[config.mk]
export PLATFORM = sky130hd
export DESIGN_NAME = i2s_capture_flat
export DESIGN_NICKNAME = d
export VERILOG_FILES = /design/src/rtl/i2s_capture_pkg.sv /design/src/rtl/i2s_capture_if.sv /design/src/rtl/i2s_wordclk_gen.sv /design/src/rtl/i2s_capture.sv /design/src/flat_wrapper.sv
export SDC_FILE = /design/constraint.sdc
export NUM_CORES = 1
export LEC_CHECK = 0
export CAP_MARGIN = 40
export CORE_AREA = 2 2 104 106
export DETAILED_ROUTE_END_ITERATION = 8
export DIE_AREA = 0 0 106 108
export DONT_BUFFER_PORTS = 1
export GPL_TIMING_DRIVEN = 0
export PLACE_DENSITY = 0.46
export SLEW_MARGIN = 10
export SYNTH_ARGS = -nofsm -noshare
export SYNTH_HDL_FRONTEND = slang
export SYNTH_SLANG_ARGS = --single-unit
[constraint.sdc]
create_clock -name BCLK -period 2.35 [get_ports BCLK]
set_input_delay 0.235 -clock BCLK [delete_from_list [all_inputs] [get_ports BCLK]]
set_output_delay 0.235 -clock BCLK [all_outputs]
set_load 0.005 [all_outputs]
[src/rtl/i2s_capture_pkg.sv]
// Shared audio definitions for the I2S capture front end: FSM states, slot geometry
// and default sample/FIFO geometry and calibration.
package i2s_capture_pkg;

  typedef enum logic [1:0] {IDLE, ARM, CAPTURE, WAIT_BUF} cap_state_t;

  localparam int SLOT_LEN       = 32;
  localparam int DEF_MIC_BITS   = 18;
  localparam int DEF_ADDR_WIDTH = 6;
  localparam logic signed [DEF_MIC_BITS-1:0] DEF_CAL_OFFSET = 18'sd7232;

endpackage

[src/rtl/i2s_capture_if.sv]
// Sample FIFO write port plus the buffer-ready hold-off from the FFT loader.
interface i2s_capture_if import i2s_capture_pkg::*; #(
  parameter int ADDR_WIDTH = DEF_ADDR_WIDTH,
  parameter int MIC_BITS   = DEF_MIC_BITS
);
  logic                  sample_valid;
  logic [MIC_BITS-1:0]   sample_data;
  logic [ADDR_WIDTH-1:0] wr_addr;
  logic                  frame_done;
  logic                  overrun;
  logic                  buf_ready;

  modport master (
    output sample_valid, sample_data, wr_addr, frame_done, overrun,
    input  buf_ready
  );

  modport slave (
    input  sample_valid, sample_data, wr_addr, frame_done, overrun,
    output buf_ready
  );
endinterface

[src/rtl/i2s_wordclk_gen.sv]
// Word clock generator: LRCLK toggles every SLOT_LEN falling edges of BCLK so the
// microphone sees it change well away from the capture edge.
module i2s_wordclk_gen import i2s_capture_pkg::*; (
  input  logic BCLK,
  input  logic rst,
  output logic LRCLK
);
  localparam int CW = $clog2(SLOT_LEN);

  logic [CW-1:0] slot_cnt;

  always_ff @(negedge BCLK or negedge rst) begin
    if (!rst) begin
      slot_cnt <= '0;
      LRCLK    <= 1'b1;
    end else if (slot_cnt == CW'(SLOT_LEN - 1)) begin
      slot_cnt <= '0;
      LRCLK    <= ~LRCLK;
    end else begin
      slot_cnt <= slot_cnt + CW'(1);
    end
  end

endmodule

[src/rtl/i2s_capture.sv]
// I2S single-channel capture: deserialise, add calibration offset with saturation,
// write to the sample FIFO; one sample per stereo frame, held off by buf_ready per frame.
module i2s_capture import i2s_capture_pkg::*; #(
  parameter int                         ADDR_WIDTH = DEF_ADDR_WIDTH,
  parameter int                         MIC_BITS   = DEF_MIC_BITS,
  parameter bit                         CHANNEL    = 1'b0,
  parameter logic signed [MIC_BITS-1:0] CAL_OFFSET = DEF_CAL_OFFSET
) (
  input  logic             BCLK,
  input  logic             rst,
  input  logic             DOUT,
  input  logic             capture_en,
  output logic             LRCLK,
  i2s_capture_if.master    bus
);
  localparam logic [4:0]            BIT_LAST  = 5'(MIC_BITS);
  localparam logic [ADDR_WIDTH-1:0] ADDR_LAST = '1;

  cap_state_t            state, state_nxt;
  logic                  ws_d;
  logic                  slot_start;
  logic                  slot_done;
  logic [4:0]            bit_idx;
  logic [MIC_BITS-1:0]   shreg;
  logic [MIC_BITS:0]     sum;
  logic [MIC_BITS-1:0]   sat;
  logic [ADDR_WIDTH-1:0] addr_cnt, addr_nxt, waddr_nxt;
  logic [MIC_BITS-1:0]   data_nxt;
  logic                  valid_nxt, frame_nxt, ovr_nxt;

  i2s_wordclk_gen u_wordclk (
    .BCLK  (BCLK),
    .rst   (rst),
    .LRCLK (LRCLK)
  );

  assign slot_start = (LRCLK != ws_d);
  assign slot_done  = (bit_idx == BIT_LAST) && (ws_d == CHANNEL);

  // The slot-start edge shifts nothing: I2S puts the MSB one bit after the WS change.
  always_ff @(posedge BCLK or negedge rst) begin
    if (!rst) begin
      ws_d    <= 1'b1;
      bit_idx <= 5'd31;
      shreg   <= '0;
    end else begin
      ws_d <= LRCLK;
      if (slot_start) begin
        bit_idx <= 5'd0;
      end else if (bit_idx < BIT_LAST) begin
        shreg   <= {shreg[MIC_BITS-2:0], DOUT};
        bit_idx <= bit_idx + 5'd1;
      end else begin
        bit_idx <= 5'd31;
      end
    end
  end

  assign sum = {shreg[MIC_BITS-1], shreg} + {CAL_OFFSET[MIC_BITS-1], CAL_OFFSET};

  always_comb begin
    sat = sum[MIC_BITS-1:0];
    if (sum[MIC_BITS] != sum[MIC_BITS-1])
      sat = sum[MIC_BITS] ? {1'b1, {(MIC_BITS-1){1'b0}}} : {1'b0, {(MIC_BITS-1){1'b1}}};
  end

  always_comb begin
    state_nxt = state;
    addr_nxt  = addr_cnt;
    waddr_nxt = bus.wr_addr;
    data_nxt  = bus.sample_data;
    valid_nxt = 1'b0;
    frame_nxt = 1'b0;
    ovr_nxt   = bus.overrun;
    if (!capture_en) begin
      state_nxt = IDLE;
      addr_nxt  = '0;
      waddr_nxt = '0;
    end else begin
      case (state)
        IDLE: begin
          state_nxt = ARM;
          ovr_nxt   = 1'b0;
        end
        ARM: begin
          if (slot_start && (LRCLK == CHANNEL)) begin
            state_nxt = CAPTURE;
            addr_nxt  = '0;
          end
        end
        CAPTURE: begin
          if (slot_done) begin
            valid_nxt = 1'b1;
            data_nxt  = sat;
            waddr_nxt = addr_cnt;
            addr_nxt  = addr_cnt + ADDR_WIDTH'(1);
            if (addr_cnt == ADDR_LAST) begin
              frame_nxt = 1'b1;
              if (!bus.buf_ready) state_nxt = WAIT_BUF;
            end
          end
        end
        WAIT_BUF: begin
          if (slot_done) ovr_nxt = 1'b1;
          if (bus.buf_ready) state_nxt = ARM;
        end
        default: state_nxt = IDLE;
      endcase
    end
  end

  always_ff @(posedge BCLK or negedge rst) begin
    if (!rst) begin
      state            <= IDLE;
      addr_cnt         <= '0;
      bus.sample_valid <= 1'b0;
      bus.frame_done   <= 1'b0;
      bus.overrun      <= 1'b0;
      bus.sample_data  <= '0;
      bus.wr_addr      <= '0;
    end else begin
      state            <= state_nxt;
      addr_cnt         <= addr_nxt;
      bus.sample_valid <= valid_nxt;
      bus.frame_done   <= frame_nxt;
      bus.overrun      <= ovr_nxt;
      bus.sample_data  <= data_nxt;
      bus.wr_addr      <= waddr_nxt;
    end
  end

endmodule
[src/flat_wrapper.sv]
// flat-port wrapper written by rule: the top's interface ports become plain ports
module i2s_capture_flat import i2s_capture_pkg::*;
#(
  parameter int                         ADDR_WIDTH = DEF_ADDR_WIDTH,
  parameter int                         MIC_BITS   = DEF_MIC_BITS,
  parameter bit                         CHANNEL    = 1'b0,
  parameter logic signed [MIC_BITS-1:0] CAL_OFFSET = DEF_CAL_OFFSET
)
  (BCLK, rst, DOUT, capture_en, LRCLK, bus_sample_valid, bus_sample_data, bus_wr_addr, bus_frame_done, bus_overrun, bus_buf_ready);
  i2s_capture_if #(.ADDR_WIDTH(ADDR_WIDTH), .MIC_BITS(MIC_BITS)) bus_i ();
  input  logic BCLK;
  input  logic rst;
  input  logic DOUT;
  input  logic capture_en;
  output logic LRCLK;
  output wire logic [$bits(bus_i.sample_valid)-1:0] bus_sample_valid;
  output wire logic [$bits(bus_i.sample_data)-1:0] bus_sample_data;
  output wire logic [$bits(bus_i.wr_addr)-1:0] bus_wr_addr;
  output wire logic [$bits(bus_i.frame_done)-1:0] bus_frame_done;
  output wire logic [$bits(bus_i.overrun)-1:0] bus_overrun;
  input wire logic [$bits(bus_i.buf_ready)-1:0] bus_buf_ready;
  assign bus_sample_valid = bus_i.sample_valid;
  assign bus_sample_data = bus_i.sample_data;
  assign bus_wr_addr = bus_i.wr_addr;
  assign bus_frame_done = bus_i.frame_done;
  assign bus_overrun = bus_i.overrun;
  assign bus_i.buf_ready = bus_buf_ready;
  i2s_capture #(.ADDR_WIDTH(ADDR_WIDTH), .MIC_BITS(MIC_BITS), .CHANNEL(CHANNEL), .CAL_OFFSET(CAL_OFFSET)) u_core (.BCLK(BCLK), .rst(rst), .DOUT(DOUT), .capture_en(capture_en), .LRCLK(LRCLK), .bus(bus_i));
endmodule
Yosys cells after proc, flatten, opt, wreduce, memory -nomap -nowiden

Index checks and enable logic that the tools add are counted.

Register bits after elaboration: 65
Bits of input ports: 5
Output and inout port bits: 28
Logic and storage cells: 75

Add/sub/neg operators: 4
Order comparisons: 1
Eq/ne operators: 17
Multiplexer cells: 28
Bitwise gates (word level): 3
Reduce and logical (&&, ||, !) cells: 10

Operator list:

| cell                                                                    | number |
|---|---|
| 18-bit two-way mux                                                      | 2 |
| 6-bit two-way mux                                                       | 6 |
| 18-bit by 14-bit adder with 19-bit output, second input constant        | 1 |
| 5-bit two-way mux                                                       | 3 |
| 2-bit two-way mux                                                       | 6 |
| 6-bit one-hot mux with 2 select lines                                   | 1 |
| 5-bit by 1-bit adder with 5-bit output, second input constant           | 2 |
| 5-bit == test, second input constant                                    | 2 |
| 3-bit by 2-bit inequality test with 1-bit output, second input constant | 3 |
| 3-bit AND reduction                                                     | 3 |
| 1-bit two-way mux                                                       | 8 |
| 2-bit one-hot mux with 4 select lines                                   | 1 |
| 6-bit by 1-bit adder with 6-bit output, second input constant           | 1 |
| 6-bit == test, second input constant                                    | 1 |
| 2-bit by 1-bit inequality test with 1-bit output, second input constant | 3 |
| 3-bit inequality test, second input constant                            | 2 |
| 5-bit < comparator, second input constant                               | 1 |
| 5-bit AND reduction                                                     | 1 |
| 2-bit == test, second input constant                                    | 2 |
| 2-bit AND reduction                                                     | 2 |
| 3-bit by 1-bit inequality test with 1-bit output, second input constant | 1 |
| 1-bit NOT                                                               | 3 |
| 2-bit by 1-bit == test with 1-bit output, second input constant         | 1 |
| 1-bit logical AND                                                       | 2 |
| other kinds (4)                                                         | 5 |

Depth between registers and ports, before layout

Gate-level depths: netlist (run 1).

Depth after elaboration: 5
Gate-level depth with buffers: 9
Mapped depth without buffers: 8

Modules after synthesis

From an unflattened synthesis (run 1), not the netlist that was laid out.

Cell total of the unflattened synthesis: 289
Area, all modules: 3,185.6 um2

Modules (own cells, without submodules):

| module          | times used | cells each | area each (um2) | sequential area each (um2) |
|---|---|---|---|---|
| i2s_capture     | 1          | 271        | 2,942.8         | 1,483.9 |
| i2s_wordclk_gen | 1          | 18         | 242.7           | 151.4 |

==> results of run 1 <==
registers in the layout, summed over array words and instances (netlist names):
signal / flops
u_core.bus.frame_done: 1
u_core.u_wordclk.LRCLK: 1
u_core.bus.wr_addr: 6
u_core.u_wordclk.slot_cnt: 5
u_core.bus.sample_valid: 1
u_core.state: 2
u_core.bit_idx: 5
u_core.ws_d: 1
u_core.bus.overrun: 1
u_core.bus.sample_data: 18
u_core.shreg: 18
u_core.addr_cnt: 6
cells in the final DEF (no fill, tap or decap), types with 4 or more instances in the layout:
cell type | Yosys | final
a21oi_1 | 14 | 11
buf_4 | 2 | 10
nand2_1 | 18 | 16
nor2_1 | 17 | 17
o21ai_0 | 4 | 4
mux2_2 | 6 | 6
nand3_1 | 7 | 7
clkbuf_8 | 0 | 9
xor2_1 | 5 | 5
o21ai_1 | 8 | 7
a221o_1 | 10 | 10
inv_1 | 8 | 7
mux2_4 | 0 | 12
ha_1 | 11 | 10
a31oi_1 | 5 | 5
nand4_1 | 4 | 4
mux2i_1 | 7 | 7
dfrtp_1 | 53 | 53
dfstp_2 | 7 | 7
buf_6 | 0 | 6
dfrtn_1 | 5 | 5
power breakdown:
group	switching [mW]	leakage (nW)	internal (mW)
registers	0.0717	0.829	1.19
logic	0.187	0.762	0.201
clock network	0.468	0.108	0.449
routing by layer:
| metal | wire length, um | share of wire, % | vias up | GRT usage (%) |
|---|---|---|---|---|
| met4 | 114 | 1.6 | 0 | 4.51 |
| met5 | 0 | 0 | - | 0 |
| met1 | 3280 | 47 | 1078 | 17.6 |
| li1 | - | - | 1015 | - |
| met3 | 498 | 7.2 | 11 | 5.24 |
| met2 | 3020 | 44 | 55 | 19.0 |
worst paths after layout:
path | startpoint | endpoint | cells past startpoint
min in group asynchronous | rst | u_core.bus.overrun$_DFFE_PN0P_ | 2
max in group asynchronous | rst | u_core.u_wordclk.LRCLK$_DFFE_NN1N_ | 0
setup reg to reg | u_core.u_wordclk.LRCLK$_DFFE_NN1N_ | u_core.addr_cnt[5]$_DFFE_PN0P_ | 6
setup / recovery | u_core.u_wordclk.LRCLK$_DFFE_NN1N_ | u_core.addr_cnt[5]$_DFFE_PN0P_ | 6
hold reg to reg | u_core.u_wordclk.slot_cnt[0]$_DFF_NN0_ | u_core.u_wordclk.slot_cnt[0]$_DFF_NN0_ | 1
hold / removal | DOUT | u_core.shreg[0]$_DFFE_PN0P_ | 1
metrics by stage:
step | utilization, % | hold WS [ns] | setup TNS (ns) | instance area, um2
2_1_floorplan | - | -0.0606 | -7.65 | 3090
3_3_place_gp | 31.9 | -0.0583 | -11.28 | 3260
3_5_place_dp | 31.9 | -0.0585 | -11.37 | 3260
4_1_cts | 36.2 | 0.00812 | -12.40 | 3700
5_1_grt | 36.8 | 0.0204 | -14.00 | 3760
6_report | 36.8 | 0.0408 | -11.82 | 3760
final cells by class:
type                    instances  area [um2]
fillers                      1004        6470
flip-flops and latches         65        1640
multi-input cells             178        1490
repair buffers                 16         181
well taps                     136         170
clock buffers                  10         149
plain buffers                  10        67.6
clock inverters                 7        41.3
inverters                       8        30.0
logic make-up after synthesis:
family / synth area share (%)
and+or+nand+nor: 12.0
xor gates and xnor gates: 2.30
DFF: 53.7
buffers and inverters: 2.79
AOI/OAI and AO/OA: 15.4
muxes: 9.32
adders and majority gates: 4.52
repair_timing:
| action | in CTS | in global routing |
|---|---|---|
| gates resized for setup | 27 | 9 |
| hold buffers | 2 | 0 |
| buffers inserted | 10 | 3 |
| hold endpoints to repair | 59 | 0 |
| pin swaps | 9 | 4 |
| endpoints found under the setup margin | 32 | 39 |
| gates cloned | 1 | 0 |
==> flow_summary_export.csv, run 1 <==
group,metric,value,unit
timing,slew_headroom,36.4,%
power_and_ir_drop,vdd_drop_max,0.262,mV
grt,grt-ovfl-total,0,
placed_design,dp.cells,398,
cells_and_area,area_growth,23.5,%
drt,vias,2159,
drt,antenna_left,0,
grt,grt_pass1_wl,11500,um
cells_and_area,diodes,0,
timing,hold_violations,0,
grt,grt_usage,13.0,%
setup_path,start_kind,"flop",
grt,antenna_found_initial,0,
setup_path,r2r_slack,-0.50,ns
grt,grt_pass1_vias,2213,
placed_design,io_buffers,0,
setup_path,worst-path-buf-inv,1,
timing,worst_pin_slew,0.945,ns
logic_synthesis,synthArstFlopShare,100,%
logic_synthesis,yosysUniqueCellTypes,52,
logic_synthesis,synth_edf_count,0,
clock_network,cts_made_buffers,9,
floorplanning,core,10200,um2
clock_network,root_buffer,"clkbuf_8",
setup_path,cp.arrival,3.11,ns
logic_synthesis,syn_area_per_cell,11.6,um2
timing,fin_ws,-0.504,ns
outcome,failed_checks,"setup timing",
logic_synthesis,syn_area,3050,um2
timing,skew,0.0500,ns
logic_synthesis,synth_flop_cell,"dfrtp_1",
timing,rsz0062_at_grt,"true",
drt,drc,0,
clock_network,htree_num_levels,3,
timing,setup_violations,32,
logic_synthesis,synth_cells,262,
power_and_ir_drop,leakage,1.70,nW
logic_synthesis,synth-seq-cells,65,
placed_design,dp_hpwl,4350,um
setup_path,worst_setup_path_end_kind,"flop",
drt,drt-total-wl,6910,um
setup_path,max_stage_delay,0.52,ns
floorplanning,ios,33,
drt,first_pass_iters,4,
placed_design,dp_slack,-0.539,ns
clock_network,clk_pin_slew,0.07,ns
floorplanning,die_x,106,um
power_and_ir_drop,total_power,2.56,mW
drt,vias_per_cell,5.02,
setup_path,critPathMaxFanout,4,
setup_path,crit_family,"simple AND/OR/NAND/NOR gates",
setup_path,path_class,"flop to flop",
outcome,status,"complete, but fails checks",
run,maxCapViolCount,0,
clock_network,cts_buffer_depth,2,
setup_path,slowest_stage,"or4b_4",
logic_synthesis,syn_nets,278,
logic_synthesis,yosysSeqAreaShare,53.7,%
grt,grt_max_degree,60,
cells_and_area,fin_cells,430,
floorplanning,std_cell_rows,37,
logic_synthesis,ys_warn_count,0,
floorplanning,dieHeight,108,um
logic_synthesis,synth_top_cell_area_share,43.5,%
logic_synthesis,synth.top_cells.by_count,"dfrtp_1 (53), nand2_1 (18), nor2_1 (17)",
clock_network,insertion_delay,0.38,ns
logic_synthesis,post-synth-top-count-cell,"dfrtp_1",
logic_synthesis,yosys.area.top_type,"dfrtp_1",
floorplanning,start_util,29.8,%
setup_path,crit_required,2.60,ns
drt,routedWlPerCell,16.1,um
power_and_ir_drop,power.density,681,nW/um2
logic_synthesis,synthTopCellsByArea,"dfrtp_1 (44%), dfstp_2 (6.0%), mux2_1 (4.8%), ha_1 (4.5%), dfrtn_1 (4.1%)",
cells_and_area,final_layout_size_suffix_gt1_share,29.9,%
cells_and_area,finalNetCount,305,
clock_network,numClockSinks,65,
placed_design,place.gp.congestion,0.794,
hold_path,hold_path_class,"input pin to flop",
drt,drt_iter0_drc,151,
clock_network,cts_tree,"done",
timing,slew_viol_final,0,
setup_path,worstPathCellList,"inv_2 -> ha_4 -> nor2b_4 -> o21a_4 -> or4b_4 -> o31ai_4",
floorplanning,die-area,11400,um2
Note: power is estimated with default switching activity, not from simulation.
==> run 2: changes to the inputs <==
CORE_AREA = 2 2 107 109   (was 2 2 104 106)
DIE_AREA = 0 0 109 111   (was 0 0 106 108)
SYNTH_HIERARCHICAL = 1   (was default)
==> flow_summary_export.csv, run 2 <==
group,metric,value,unit
hold_path,hold_path_class,"input pin to flop",
logic_synthesis,syn_area_per_cell,11.0,um2
cells_and_area,finalNetCount,327,
drt,antenna_left,0,
power_and_ir_drop,pwr-share-seq,41.5,%
grt,grt_usage,12.9,%
clock_network,cts_buffer_depth,2,
setup_path,crit_required,2.56,ns
cells_and_area,top_regs,"u_core/bus.sample_data: 18 flops, u_core/shreg: 18 flops",
placed_design,place.gp.congestion,0.801,
cells_and_area,final_layout_size_suffix_gt1_share,28.5,%
floorplanning,die_x,109,um
grt,antenna_found_initial,0,
cells_and_area,fin_cells,459,
placed_design,dp_hpwl,4680,um
clock_network,cts_made_buffers,9,
grt,grt_pass1_vias,2315,
hold_path,hold_path_depth,1,
run,maxCapViolCount,0,
timing,setup_violations,31,
clock_network,numClockSinks,65,
floorplanning,core,11100,um2
logic_synthesis,yosys.area.top_type,"dfrtp_1",
setup_path,worst-path-buf-inv,2,
drt,drc,0,
timing,hold_violations,0,
setup_path,worstPathCellList,"inv_2 -> ha_4 -> nand2_8 -> buf_16 -> mux2_2",
setup_path,slowest_stage,"dfstp_2",
timing,slew_headroom,51.6,%
timing,hold_ws,0.0526,ns
timing,fin_ws,-0.457,ns
floorplanning,dieHeight,111,um
grt,grt_max_degree,60,
setup_path,path_depth,5,
setup_path,r2r_start,"u_core/u_wordclk/LRCLK$_DFFE_NN1N_",
outcome,failed_checks,"setup timing",
cells_and_area,fin_area,3910,um2
logic_synthesis,post-synth-top-count-cell,"dfrtp_1",
drt,routedWlPerCell,15.8,um
power_and_ir_drop,p_switching,0.789,mW
floorplanning,die-area,12100,um2
logic_synthesis,synth_flop_cell,"dfrtp_1",
clock_network,cts_tree,"done",
setup_path,max_stage_delay,0.58,ns
cells_and_area,final_core_util,35.3,%
hold_path,min_to,"u_core/shreg[0]$_DFFE_PN0P_",
power_and_ir_drop,clockPowerShare,44.4,%
logic_synthesis,synth_edf_count,0,
timing,worst_pin_slew,0.718,ns
cells_and_area,final_common_cell,"dfrtp_1",
logic_synthesis,synth_top_cell_area_share,41.6,%
placed_design,dp.cells,432,
logic_synthesis,yosysSeqAreaShare,51.3,%
drt,drt-total-wl,7230,um
drt,vias,2230,
floorplanning,ios,33,
setup_path,worst_setup_path_end_kind,"flop",
outcome,status,"complete, but fails checks",
logic_synthesis,synth_cells,289,
floorplanning,std_cell_rows,39,
logic_synthesis,synth-seq-cells,65,
drt,vias_per_cell,4.86,
logic_synthesis,synthTopCellsByArea,"dfrtp_1 (42%), mux2_2 (6.7%), dfstp_2 (5.8%), ha_1 (4.3%), dfrtn_1 (3.9%)",
clock_network,htree_num_levels,3,
logic_synthesis,syn_area,3190,um2
clock_network,clk_pin_slew,0.06,ns
logic_synthesis,synth.top_cells.by_count,"dfrtp_1 (53), nand2_1 (29), nor2_1 (24)",
cells_and_area,diodes,0,
setup_path,critPathMaxFanout,5,
setup_path,start_kind,"flop",
drt,drt_iter0_drc,141,
setup_path,regToRegEndpoint,"u_core/shreg[12]$_DFFE_PN0P_",
grt,grt-ovfl-total,0,
setup_path,cp.arrival,3.01,ns
timing,rsz0062_at_grt,"true",
timing,skew,0.0641,ns
power_and_ir_drop,p_int,2.24,mW
cells_and_area,area_growth,22.7,%
placed_design,placed_area,3400,um2
clock_network,root_buffer,"clkbuf_16",
setup_path,crit_family,"flip-flops",
power_and_ir_drop,vdd_drop_max,0.502,mV
floorplanning,start_util,28.8,%
power_and_ir_drop,p_comb_share,14.0,%
cells_and_area,final_cell_mix,"dfrtp_1 (53), nand2_1 (28), nor2_1 (24)",
drt,first_pass_iters,5,
logic_synthesis,synthArstFlopShare,100,%
power_and_ir_drop,total_power,3.02,mW
power_and_ir_drop,leakage,1.68,nW
clock_network,insertion_delay,0.39,ns
power_and_ir_drop,p_sw_share,26.1,%
timing,slew_viol_final,0,
hold_path,min_from,"DOUT",
power_and_ir_drop,power.density,773,nW/um2
timing,setup_tns,-11.38,ns
logic_synthesis,syn_nets,305,
placed_design,dp_slack,-0.492,ns
logic_synthesis,ys_warn_count,6,
setup_path,worst-r2r-cell-count,5,
setup_path,r2r_slack,-0.46,ns
logic_synthesis,yosysUniqueCellTypes,57,
setup_path,path_class,"flop to flop",
grt,grt_pass1_wl,11900,um
placed_design,io_buffers,0,
==> run 2: metal layers <==
layer  global-route usage, %  share of wire, %  up-vias
li1                        -                 -     1064
met1                    16.9                46     1103
met2                    18.7                46       50
met3                    5.88               6.7       13
met4                    4.19               1.8        0
met5                       0                 0        -
==> run 2: what timing repair did <==
item                       CTS  global route
pin swaps                    2             5
hold buffers                 2             0
gates resized for setup      9            14
setup buffers                6             2
cloned                       1             0
hold endpoints to repair    59             0
setup endpoints to repair   31            32
==> run 2: layout make-up <==
cell class,count,area (um2)
Buffer,12,95.1
Multi-Input combinational cell,203,1510
Fill cell,1084,7170
Tap cell,143,179
Inverter,8,30.0
Timing Repair Buffer,11,150
Clock inverter,7,56.3
Sequential cell,65,1640
Clock buffer,10,250
==> run 2: power by group through the flow <==
| stage | Clock, mW | Combinational, mW | Sequential (mW) |
|---|---|---|---|
| 2_1_floorplan | 0.00532 | 0.246 | 1.25 |
| 3_3_place_gp | 0.00532 | 0.294 | 1.27 |
| 3_5_place_dp | 0.00532 | 0.293 | 1.28 |
| 4_1_cts | 1.38 | 0.394 | 1.26 |
| 5_1_grt | 1.44 | 0.477 | 1.27 |
| 6_report | 1.34 | 0.425 | 1.26 |
==> run 2: worst max path at each step <==
stage	from	to	slack [ns]
after floorplan	u_core/u_wordclk/LRCLK$_DFFE_NN1N_	u_core/shreg[0]$_DFFE_PN0P_	-0.35
after global placement	u_core/u_wordclk/LRCLK$_DFFE_NN1N_	u_core/shreg[13]$_DFFE_PN0P_	-0.48
after detailed placement	u_core/u_wordclk/LRCLK$_DFFE_NN1N_	u_core/shreg[16]$_DFFE_PN0P_	-0.49
after CTS	u_core/u_wordclk/LRCLK$_DFFE_NN1N_	u_core/shreg[11]$_DFFE_PN0P_	-0.50
after global routing	u_core/u_wordclk/LRCLK$_DFFE_NN1N_	u_core/shreg[11]$_DFFE_PN0P_	-0.50
final	u_core/u_wordclk/LRCLK$_DFFE_NN1N_	u_core/shreg[12]$_DFFE_PN0P_	-0.46
==> run 2: kinds of logic (layout without fill, tap and decap cells) <==
group	count (synthesis)	in the layout	synth area share, %
muxes	26	26	9.07
DFF	65	65	51.3
buffers and inverters	21	48	3.73
AOI/OAI and AO/OA	58	58	11.8
xor gates and xnor gates	8	8	2.20
adders and majority gates	11	11	4.32
and+or+nand+nor	100	100	17.5
